[config.mk]
export PLATFORM = sky130hd
export DESIGN_NAME = keyed_step_seq
export DESIGN_NICKNAME = d
export VERILOG_FILES = /design/src/rtl/keyed_step_pkg.sv /design/src/rtl/keyed_step_seq_lock_err_counter.sv /design/src/rtl/keyed_step_seq.sv
export SDC_FILE = /design/constraint.sdc
export NUM_CORES = 1
export LEC_CHECK = 0
export CAP_MARGIN = 30
export CELL_PAD_IN_SITES_DETAIL_PLACEMENT = 0
export CELL_PAD_IN_SITES_GLOBAL_PLACEMENT = 2
export CORE_MARGIN = 8
export CORE_UTILIZATION = 35
export CTS_BUF_LIST = sky130_fd_sc_hd__clkbuf_4 sky130_fd_sc_hd__clkbuf_8
export CTS_CLUSTER_DIAMETER = 80
export DETAILED_ROUTE_END_ITERATION = 12
export PLACE_DENSITY = 0.95
export SYNTH_ARGS = -nofsm -noshare
export SYNTH_HDL_FRONTEND = slang
export SYNTH_HIERARCHICAL = 1
export SYNTH_SLANG_ARGS = --single-unit
export TNS_END_PERCENT = 100
[constraint.sdc]
create_clock -name clk -period 12.2 [get_ports clk]
set_input_delay 3.66 -clock clk [delete_from_list [all_inputs] [get_ports clk]]
set_output_delay 3.66 -clock clk [all_outputs]
set_load 0.01 [all_outputs]
[src/rtl/keyed_step_pkg.sv]
// Shared types and helpers for the keyed step sequencer.
// Holds the phase enum, default parameters, counter width and rotl.
package keyed_step_pkg;

  typedef enum logic [1:0] {
    IDLE = 2'd0,
    STEP = 2'd1,
    DONE = 2'd2
  } phase_t;

  localparam int DEF_DATA_W     = 8;
  localparam int DEF_NUM_STEPS  = 8;
  localparam int DEF_KEY_W      = 4;
  localparam int DEF_ERR_THRESH = 5;
  localparam logic [3:0] DEF_KEY_VALUE = 4'b1011;

  localparam int STEP_W = $clog2(DEF_NUM_STEPS);

  // ERR_THRESH tops out at 255
  localparam int CNT_W = 8;

  // Rotate the low w bits of v left by s mod w; upper bits are zero.
  function automatic logic [63:0] rotl(
    input logic [63:0] v,
    input int          w,
    input int          s
  );
    logic [63:0] r;
    int          k;
    r = '0;
    k = s % w;
    for (int b = 0; b < 64; b++) begin
      if (b < w) r[6'((b + k) % w)] = v[6'(b)];
    end
    return r;
  endfunction

endpackage

[src/rtl/keyed_step_seq_lock_err_counter.sv]
// Saturating up/down error counter for the keyed step sequencer.
// Ports: clk, rst (async low), inc, dec -> count, at_thresh.
// LOCK_ERR_STICKY_EN: when defined, dec is ignored (count never falls).
module lock_err_counter
  import keyed_step_pkg::*;
#(
  parameter int ERR_THRESH = DEF_ERR_THRESH
) (
  input  logic             clk,
  input  logic             rst,
  input  logic             inc,
  input  logic             dec,
  output logic [CNT_W-1:0] count,
  output logic             at_thresh
);

  localparam logic [CNT_W-1:0] THR = CNT_W'(ERR_THRESH);

  logic up;
  logic down;

  assign up = inc && (count != THR);

`ifdef LOCK_ERR_STICKY_EN
  logic unused_dec;
  assign unused_dec = dec;
  assign down       = 1'b0;
`else
  assign down = dec && !inc && (count != '0);
`endif

  // falling edge matches the sequencer state register
  always_ff @(negedge clk or negedge rst) begin
    if (!rst) begin
      count <= '0;
    end else begin
      unique case (1'b1)
        up:      count <= count + 1'b1;
        down:    count <= count - 1'b1;
        default: count <= count;
      endcase
    end
  end

  assign at_thresh = (count == THR);

endmodule

[src/rtl/keyed_step_seq.sv]
// Keyed step sequencer: wrong key bits divert into shadow steps.
// Ports: clk, rst, start, in_valid, x, keyinput -> busy, out_valid, y, done, corrupt.
// LOCK_ERR_STICKY_EN (in lock_err_counter) makes the error count sticky.
module keyed_step_seq
  import keyed_step_pkg::*;
#(
  parameter int              DATA_W     = DEF_DATA_W,
  parameter int              NUM_STEPS  = DEF_NUM_STEPS,
  parameter int              KEY_W      = DEF_KEY_W,
  parameter logic [KEY_W-1:0] KEY_VALUE = KEY_W'(DEF_KEY_VALUE),
  parameter int              ERR_THRESH = DEF_ERR_THRESH
) (
  input  logic              clk,
  input  logic              rst,
  input  logic              start,
  input  logic              in_valid,
  input  logic [DATA_W-1:0] x,
  input  logic [KEY_W-1:0]  keyinput,
  output logic              busy,
  output logic              out_valid,
  output logic [DATA_W-1:0] y,
  output logic              done,
  output logic              corrupt
);

  localparam int IW = (NUM_STEPS > 1) ? $clog2(NUM_STEPS) : 1;
  localparam int GW = 1 << IW;

  localparam logic [IW-1:0]    LAST = IW'(NUM_STEPS - 1);
  localparam logic [CNT_W-1:0] THR  = CNT_W'(ERR_THRESH);

  phase_t          phase;
  phase_t          phase_n;
  logic [IW-1:0]   idx;
  logic [IW-1:0]   idx_n;
  logic            shadow;
  logic            shadow_n;
  logic            enter;
  logic            inc;
  logic            dec;
  logic            at_thresh;
  logic [CNT_W-1:0] err_cnt;
  logic [GW-1:0]   miss;

  // per-step key mismatch; steps past KEY_W are never keyed
  assign miss = GW'(keyinput ^ KEY_VALUE);

  always_ff @(negedge clk or negedge rst) begin
    if (!rst) begin
      phase  <= IDLE;
      idx    <= '0;
      shadow <= 1'b0;
    end else begin
      phase  <= phase_n;
      idx    <= idx_n;
      shadow <= shadow_n;
    end
  end

  always_comb begin
    phase_n  = phase;
    idx_n    = idx;
    shadow_n = shadow;
    enter    = 1'b0;
    unique case (phase)
      IDLE: begin
        if (start) begin
          phase_n  = STEP;
          idx_n    = '0;
          shadow_n = miss[0];
          enter    = 1'b1;
        end
      end
      STEP: begin
        if (in_valid) begin
          if (idx == LAST) begin
            phase_n = DONE;
          end else begin
            idx_n    = idx + 1'b1;
            shadow_n = shadow | miss[idx_n];
            enter    = 1'b1;
          end
        end
      end
      DONE: begin
        phase_n  = IDLE;
        idx_n    = '0;
        shadow_n = 1'b0;
      end
      default: begin
        phase_n = IDLE;
      end
    endcase
  end

  // count every entry into a shadow step; a clean run retires one
  assign inc = enter && shadow_n && (err_cnt != THR);
  assign dec = (phase == DONE) && !shadow;

  lock_err_counter #(
    .ERR_THRESH(ERR_THRESH)
  ) u_cnt (
    .clk       (clk),
    .rst       (rst),
    .inc       (inc),
    .dec       (dec),
    .count     (err_cnt),
    .at_thresh (at_thresh)
  );

  assign corrupt = at_thresh;

  always_comb begin
    busy      = (phase != IDLE);
    out_valid = 1'b0;
    done      = 1'b0;
    y         = '0;
    unique case (phase)
      IDLE: begin
        busy = 1'b0;
      end
      STEP: begin
        out_valid = in_valid;
        // shadow beats still pulse but carry zero once saturated
        if (in_valid && !(at_thresh && shadow)) begin
          y = DATA_W'(rotl(64'(x), DATA_W, int'(idx)));
        end
      end
      DONE: begin
        done = 1'b1;
      end
      default: begin
        busy = 1'b1;
      end
    endcase
  end

endmodule

==> flow_summary_export.csv, run 1 <==
group,metric,value,unit
run_status,status,"finished with violations",
run_status,violations,"setup timing",
drt,drt-initial-drc-count,155,
sta,clock_skew,2.81,ps
finish,final_nets,382,
finish,n_fill_cell,563,
placed_design,place_ws,-929,ps
drt,post_drt_wl_per_cell,17.1,um
synth,synthAdderAreaFrac,6.96,%
finish,n_antenna_cell,0,
clock_tree,htree_levels,1,
finish,drive_gt1_share,36.4,%
floorplanning,initial_core_util,35.6,%
clock_tree,cts_inserted_buffers,3,
synth,ys_ff_latch,14,
synth,synth_top_family_by_area,"compound AO/OA/AOI/OAI gates",
job,drv_cap,0,
sta,relSlewSlack,54.4,%
placed_design,dp.cells,422,
critical_path,start_kind,"input port",
synth,synth.avg_cell_area,7.42,um2
sta,drv_slew,0,
critical_path,cp_slowest_cell,"mux4_2",
drt,finalWirelength,7.33,mm
grt,grt_usage,16.9,%
synth,synthXorXnorAreaFrac,2.10,%
critical_path,cp_data_required_time,6210,ps
hold_path,min_path_type,"flip-flop to flip-flop",
clock_tree,cts.sinks,14,
placed_design,io_buffers,27,
sta,finalSetupViolCount,4,
synth,ys.flop_type,"dfrtn_1",
critical_path,crit_path_max_incr_delay,440,ps
critical_path,worst-path-max-fanout,7,
drt,drtPass1Iterations,4,
sta,worstMarginPinSlew,681,ps
synth,synthesis.area,2080,um2
finish,stdcell_count,429,
floorplanning,dieWidth,93.2,um
finish,regArea,350,um2
synth,synth_nets,308,
pwr,power,0.926,mW
critical_path,crit_path_end_kind,"flip-flop",
clock_tree,cts_tree,"built",
clock_tree,insertion_delay,270,ps
floorplanning,fp-row-count,28,
synth,synthSimpleGateAreaFrac,23.9,%
synth,synth_compound_area_share,37.6,%
pwr,powerDensity,301,nW/um2
finish,syn2layout_area_growth,47.4,%
drt,vias,2516,
sta,hold_violations,0,
grt,antenna_found_initial,0,
drt,drtAntennaViolNets,0,
synth,synthMuxAreaShare,5.10,%
synth,yosysUniqueCellTypes,67,
synth,syn_inst,281,
floorplanning,die_y,93.2,um
clock_tree,cts_root_buffer,"clkbuf_8",
floorplanning,pin_count,28,
critical_path,crit_top_cell,"a211oi_4",
finish,multi_input_area,1790,um2
sta,rsz0062_at_grt,"true",
sta,layout_setup_ws,-330,ps
clock_tree,clock_path_buffers,2,
grt,grt_max_degree,40,
critical_path,path_cells,"buf_6 -> inv_2 -> mux4_2 -> or4_4 -> a21oi_4 -> and3b_2 -> a311o_2 -> clkinv_4 -> ha_4 -> a211oi_4 -> nor3_2 -> a211oi_4 -> mux2i_1 -> mux2_4",
drt,drc,0,
drt,drt-vias-per-instance,5.86,
synth,async_reset_ff_share,100,%
pwr,vdd_drop_max,0.131,mV
critical_path,crit_type,"input port to flip-flop",
synth,ys.warnings.count,6,
synth,ys_seq_area_share,16.8,%
floorplanning,die_area,8680,um2
placed_design,gp_congestion,0.900,
placed_design,hpwl,5.42,mm
clock_tree,path_clk_slew,40,ps
clock_tree,holdBufCountCts,0,
sta,hold_slack,506,ps
grt,grt-ovfl-total,0,
sta,fin_setup_tns,-444,ps
placed_design,dpl_cell_area,2850,um2
grt,grt_pass1_vias,2475,
finish,final_core_util,52.5,%
grt,grt_first_pass_wirelength,12.2,mm
finish,final_area,3070,um2
synth,synth_edf_count,0,
critical_path,arrival,6540,ps
pwr,p_leak,1.34,nW
floorplanning,core_area,5850,um2
[registers in the layout (all words and copies together) (netlist names)]
name / flops
idx: 3
phase: 2
shadow: 1
u_cnt/count: 8
[cell usage after synthesis, types with 3 or more instances]
master     instances  area (um2)
a32oi_1            3        26.3
a31oi_1            6        37.5
nor3_1             7        35.0
nor2_1            19        71.3
a211oi_1           4        30.0
a21o_1             4        30.0
a21oi_1           20         100
o211ai_1           5        37.5
nand3_1            4        20.0
dfrtn_1           14         350
nor2b_1            9        56.3
o21ai_0           19        95.1
xor2_1             4        35.0
ha_1              10         125
clkbuf_1          10        37.5
mux2i_1            5        50.1
o21a_1             5        37.5
nand2_1           25        93.8
a221oi_1           6        52.6
o31ai_1            5        37.5
inv_1             13        48.8
a2bb2oi_1          3        26.3
and3_1             4        25.0
buf_2              9        45.0
mux2_2             3        33.8
and3b_1            5        43.8
o21ai_1            4        20.0
nand2b_1           5        31.3
[final timing paths]
| path | startpoint | cells after the start | endpoint | slack, ps |
|---|---|---|---|---|
| max in group asynchronous | rst | 1 | phase[1] | 1940 |
| max reg2reg | idx[1] | 16 | u_cnt/count[7] | 8320 |
| max | keyinput[2] | 14 | u_cnt/count[7] | -330 |
| min reg2reg | u_cnt/count[7] | 1 | u_cnt/count[7] | 510 |
| min | u_cnt/count[7] | 1 | u_cnt/count[7] | 510 |
| min in group asynchronous | rst | 1 | u_cnt/count[2] | 9790 |
[cell usage in the layout (no fill, tap or decap), drive strengths merged, types with 3 or more instances in the layout]
cell,synthesis,routed
nand3,4,4
mux2,3,3
nor4,3,3
nor2,19,19
nand2b,5,5
clkdlybuf4s50,0,13
mux2i,5,5
a31oi,6,6
clkbuf,10,8
nor2b,9,9
buf,11,71
dfrtn,14,14
xor2,4,4
a32oi,3,3
nor3,7,7
inv,15,14
o21a,5,5
a211oi,6,6
a2bb2oi,3,3
and3,4,4
ha,10,10
a21o,4,4
nand2,25,25
and3b,5,5
a21oi,22,22
o21ai,23,23
o31ai,5,5
a221oi,6,6
o211ai,5,5
[where the power goes]
part           switching [mW]  leakage, nW  internal, mW
sequential             0.0300        0.169        0.0664
clock                  0.0181       0.0288        0.0286
combinational           0.401         1.15         0.381
[area by class of cell]
cell class	instances	area share, %
multi-input combinational	230	58.1
timing repair buffer	90	23.5
sequential	14	11.4
tap	75	3.05
inverter	16	2.12
clock buffer	4	1.79
[layer usage]
| layer | GRT usage, % | routed length [um] | vias to the layer above |
|---|---|---|---|
| met3 | 2.72 | 406 | 8 |
| met4 | 2.82 | 81 | 0 |
| met1 | 22.3 | 3220 | 1227 |
| li1 | - | - | 1206 |
| met2 | 28.3 | 3620 | 75 |
| met5 | 0 | 0 | - |
[logic make-up after synthesis]
logic type,count (synthesis)
AO/OA/AOI/OAI,111
XOR/XNOR,5
AND/OR/NAND/NOR,94
flip-flops,14
multiplexers,9
adder cells (fa/ha/maj),11
buffers and inverters,37
[worst max-delay path: cells and delay by family]
kind | cells | cell delay, ps
multiplexers | 3 | 870
AO/OA/AOI/OAI | 4 | 840
AND/OR/NAND/NOR | 3 | 730
adder cells (fa/ha/maj) | 1 | 240
buffers and inverters | 3 | 200
[repair_timing]
| item | 4_1_cts | 5_1_grt |
|---|---|---|
| pin swaps | 16 | 11 |
| setup endpoints to repair | 15 | 13 |
| setup buffers | 2 | 1 |
| resized for setup | 59 | 30 |
Note: power is estimated with default switching activity, not from simulation.
==> run 2, diff against run 1 <==
CORE_ASPECT_RATIO = 1.2   (was unset)
CORE_MARGIN = unset   (was 8)
==> run 2 against run 1 <==
  * The run still ends with setup timing left
  * Sequential share of layout area down 0.30 points
  * Cell count grew 2.1%
  * Utilization is 2.8 points higher
  * Routed wire length hardly changed
  * Largest cell class unchanged
  * Largest power group unchanged
==> flow_summary_export.csv, run 2 (synthesis gave the netlist of run 1 again) <==
group,metric,value,unit
run_status,status,"finished with violations",
run_status,violations,"setup timing",
clock_tree,htree_levels,1,
finish,multi_input_area,1820,um2
drt,post_drt_wl_per_cell,16.7,um
floorplanning,die_area,6270,um2
placed_design,hpwl,5.21,mm
floorplanning,fp-row-count,30,
clock_tree,insertion_delay,270,ps
drt,drc,0,
hold_path,min_path_type,"flip-flop to flip-flop",
critical_path,start_kind,"input port",
critical_path,crit_type,"input port to flip-flop",
critical_path,crit_path_max_incr_delay,500,ps
clock_tree,cts_inserted_buffers,3,
critical_path,worst-path-max-fanout,7,
floorplanning,pin_count,28,
grt,antenna_found_initial,0,
pwr,power.internal,0.494,mW
floorplanning,core_area,5710,um2
critical_path,reg2reg_depth,16,
sta,hold_violations,0,
grt,grt_first_pass_wirelength,11.7,mm
pwr,p_comb_share,85.2,%
placed_design,gp_congestion,0.874,
job,drv_cap,0,
drt,drtAntennaViolNets,0,
placed_design,io_buffers,27,
finish,largest_reg_flops,8,
finish,n_antenna_cell,0,
hold_path,worstHoldStart,"u_cnt/count[7]",
clock_tree,holdBufCountCts,0,
critical_path,crit_top_cell,"a21o_1",
floorplanning,initial_core_util,36.5,%
sta,worstMarginPinSlew,669,ps
finish,n_fill_cell,592,
sta,layout_setup_ws,-279,ps
sta,relSlewSlack,55.2,%
drt,wl_met2,3.91,mm
grt,grt_pass1_vias,2452,
pwr,powerDensity,304,nW/um2
finish,reg.largest.list,"u_cnt/count x8, idx x3, phase x2",
finish,final_nets,386,
drt,drt-vias-per-instance,5.73,
critical_path,crit_path_end_kind,"flip-flop",
pwr,switching_power,0.465,mW
sta,rsz0062_at_grt,"true",
sta,drv_slew,0,
finish,layout_common_cells,"buf_4, nand2_1, a21oi_1, nor2_1",
drt,drt-initial-drc-count,174,
pwr,switching_share,48.5,%
critical_path,path_cells,"buf_6 -> inv_2 -> mux4_2 -> or4_4 -> a21oi_4 -> and3b_2 -> a311o_2 -> inv_4 -> ha_4 -> a21o_1 -> a21o_1 -> a211oi_4 -> mux2i_1 -> mux2_4",
critical_path,cp_slowest_cell,"or4_4",
clock_tree,cts.sinks,14,
drt,drtPass1Iterations,4,
drt,vias,2508,
finish,final_area,3160,um2
clock_tree,cts_tree,"built",
finish,syn2layout_area_growth,51.4,%
critical_path,arrival,6490,ps
pwr,p_leak,1.36,nW
clock_tree,cts_root_buffer,"clkbuf_8",
drt,wl_met3,209,um
drt,top_layer_used,"met4",
critical_path,worst_r2r_startpoint,"idx[0]",
drt,met1_length,2.98,mm
pwr,p_seq_share,9.9,%
hold_path,whs_path_depth,1,
grt,grt_max_degree,48,
placed_design,dpl_cell_area,2860,um2
critical_path,cp_data_required_time,6210,ps
sta,clock_skew,0.818,ps
hold_path,hold_path_end,"u_cnt/count[7]",
critical_path,cp-startpoint,"keyinput[2]",
clock_tree,path_clk_slew,50,ps
floorplanning,die_y,86.5,um
floorplanning,dieWidth,72.5,um
finish,regArea,350,um2
drt,finalWirelength,7.33,mm
grt,grt-ovfl-total,0,
pwr,power,0.959,mW
critical_path,rr_endpoint,"u_cnt/count[7]",
grt,grt_usage,23.6,%
critical_path,ff2ff_setup_slack,8390,ps
finish,final_common_cell,"buf_4",
clock_tree,clock_path_buffers,2,
pwr,vdd_drop_max,0.137,mV
sta,finalSetupViolCount,4,
finish,drive_gt1_share,36.3,%
finish,largest_register,"u_cnt/count",
pwr,clkPwrFrac,4.9,%
## run 2: cell count changes in the layout (fill, tap and decap cells not counted), moves of 2 or more
cell,before,now
buf_2,4,6
buf_6,4,7
buf_8,0,2
clkbuf_2,4,1
ha_4,4,6
nor3_2,2,0
## run 2: worst max-delay path by stage
| stage | cells past startpoint | end | slack, ps |
|---|---|---|---|
| global route | 14 | u_cnt/count[7] | -360 |
| floorplan | 13 | u_cnt/count[7] | -390 |
| finish | 14 | u_cnt/count[7] | -280 |
| global placement | 14 | u_cnt/count[7] | -850 |
| detailed placement | 14 | u_cnt/count[7] | -900 |
| CTS | 14 | u_cnt/count[7] | -300 |
## run 2: per-layer routing
| layer | vias to the layer above | track usage [%] |
|---|---|---|
| met4 | 0 | 9.27 |
| li1 | 1222 | - |
| met2 | 64 | 44.4 |
| met1 | 1202 | 27.4 |
| met3 | 20 | 1.28 |
| met5 | - | 0 |
## run 2: per-stage QoR
step                      setup slack (ps)  hold WS, ps  std cells  utilization [%]  setup TNS, ps
after floorplan                       -387          456        281                -           -946
after global placement                -850          498        429             50.2          -4880
after detailed placement              -898          506        429             50.2          -5140
after CTS                             -301          493        435             53.4           -750
after global routing                  -365          504        438             55.3          -1260
final                                 -279          491        438             55.3           -740
## run 2: area by class of cell
cell class                      count  share of cell area (%)
Tap cell                           80                    3.17
Timing Repair Buffer               94                    24.4
Sequential cell                    14                    11.1
Multi-Input combinational cell    230                    57.6
Clock buffer                        4                    1.74
Inverter                           16                    1.98
## run 2: repair_timing
| action | CTS | global route |
|---|---|---|
| resized for setup | 67 | 25 |
| endpoints found under the setup margin | 14 | 13 |
| buffers inserted | 2 | 2 |
| cloned | 0 | 1 |
| pin swaps | 16 | 14 |
## run 2: critical path: cells and delay by family
kind	cells	cell delay [ps]
compound gates	5	890
fa+ha+maj	1	220
buf+inv	3	170
mux	3	840
simple gates	2	700
## run 2: power by group through the flow
stage	clock [mW]	combinational, mW	sequential, mW
floorplan	0	0.419	0.0874
finish	0.0470	0.817	0.0954
detailed placement	0	0.708	0.0919
global placement	0	0.701	0.0912
global route	0.0502	0.879	0.0978
CTS	0.0476	0.743	0.0938
==> run 3, diff against run 2 <==
GPL_ROUTABILITY_DRIVEN = 1   (was unset)
==> results of run 3 <==
Final layout, timing and power as in run 2 (identical DEF).
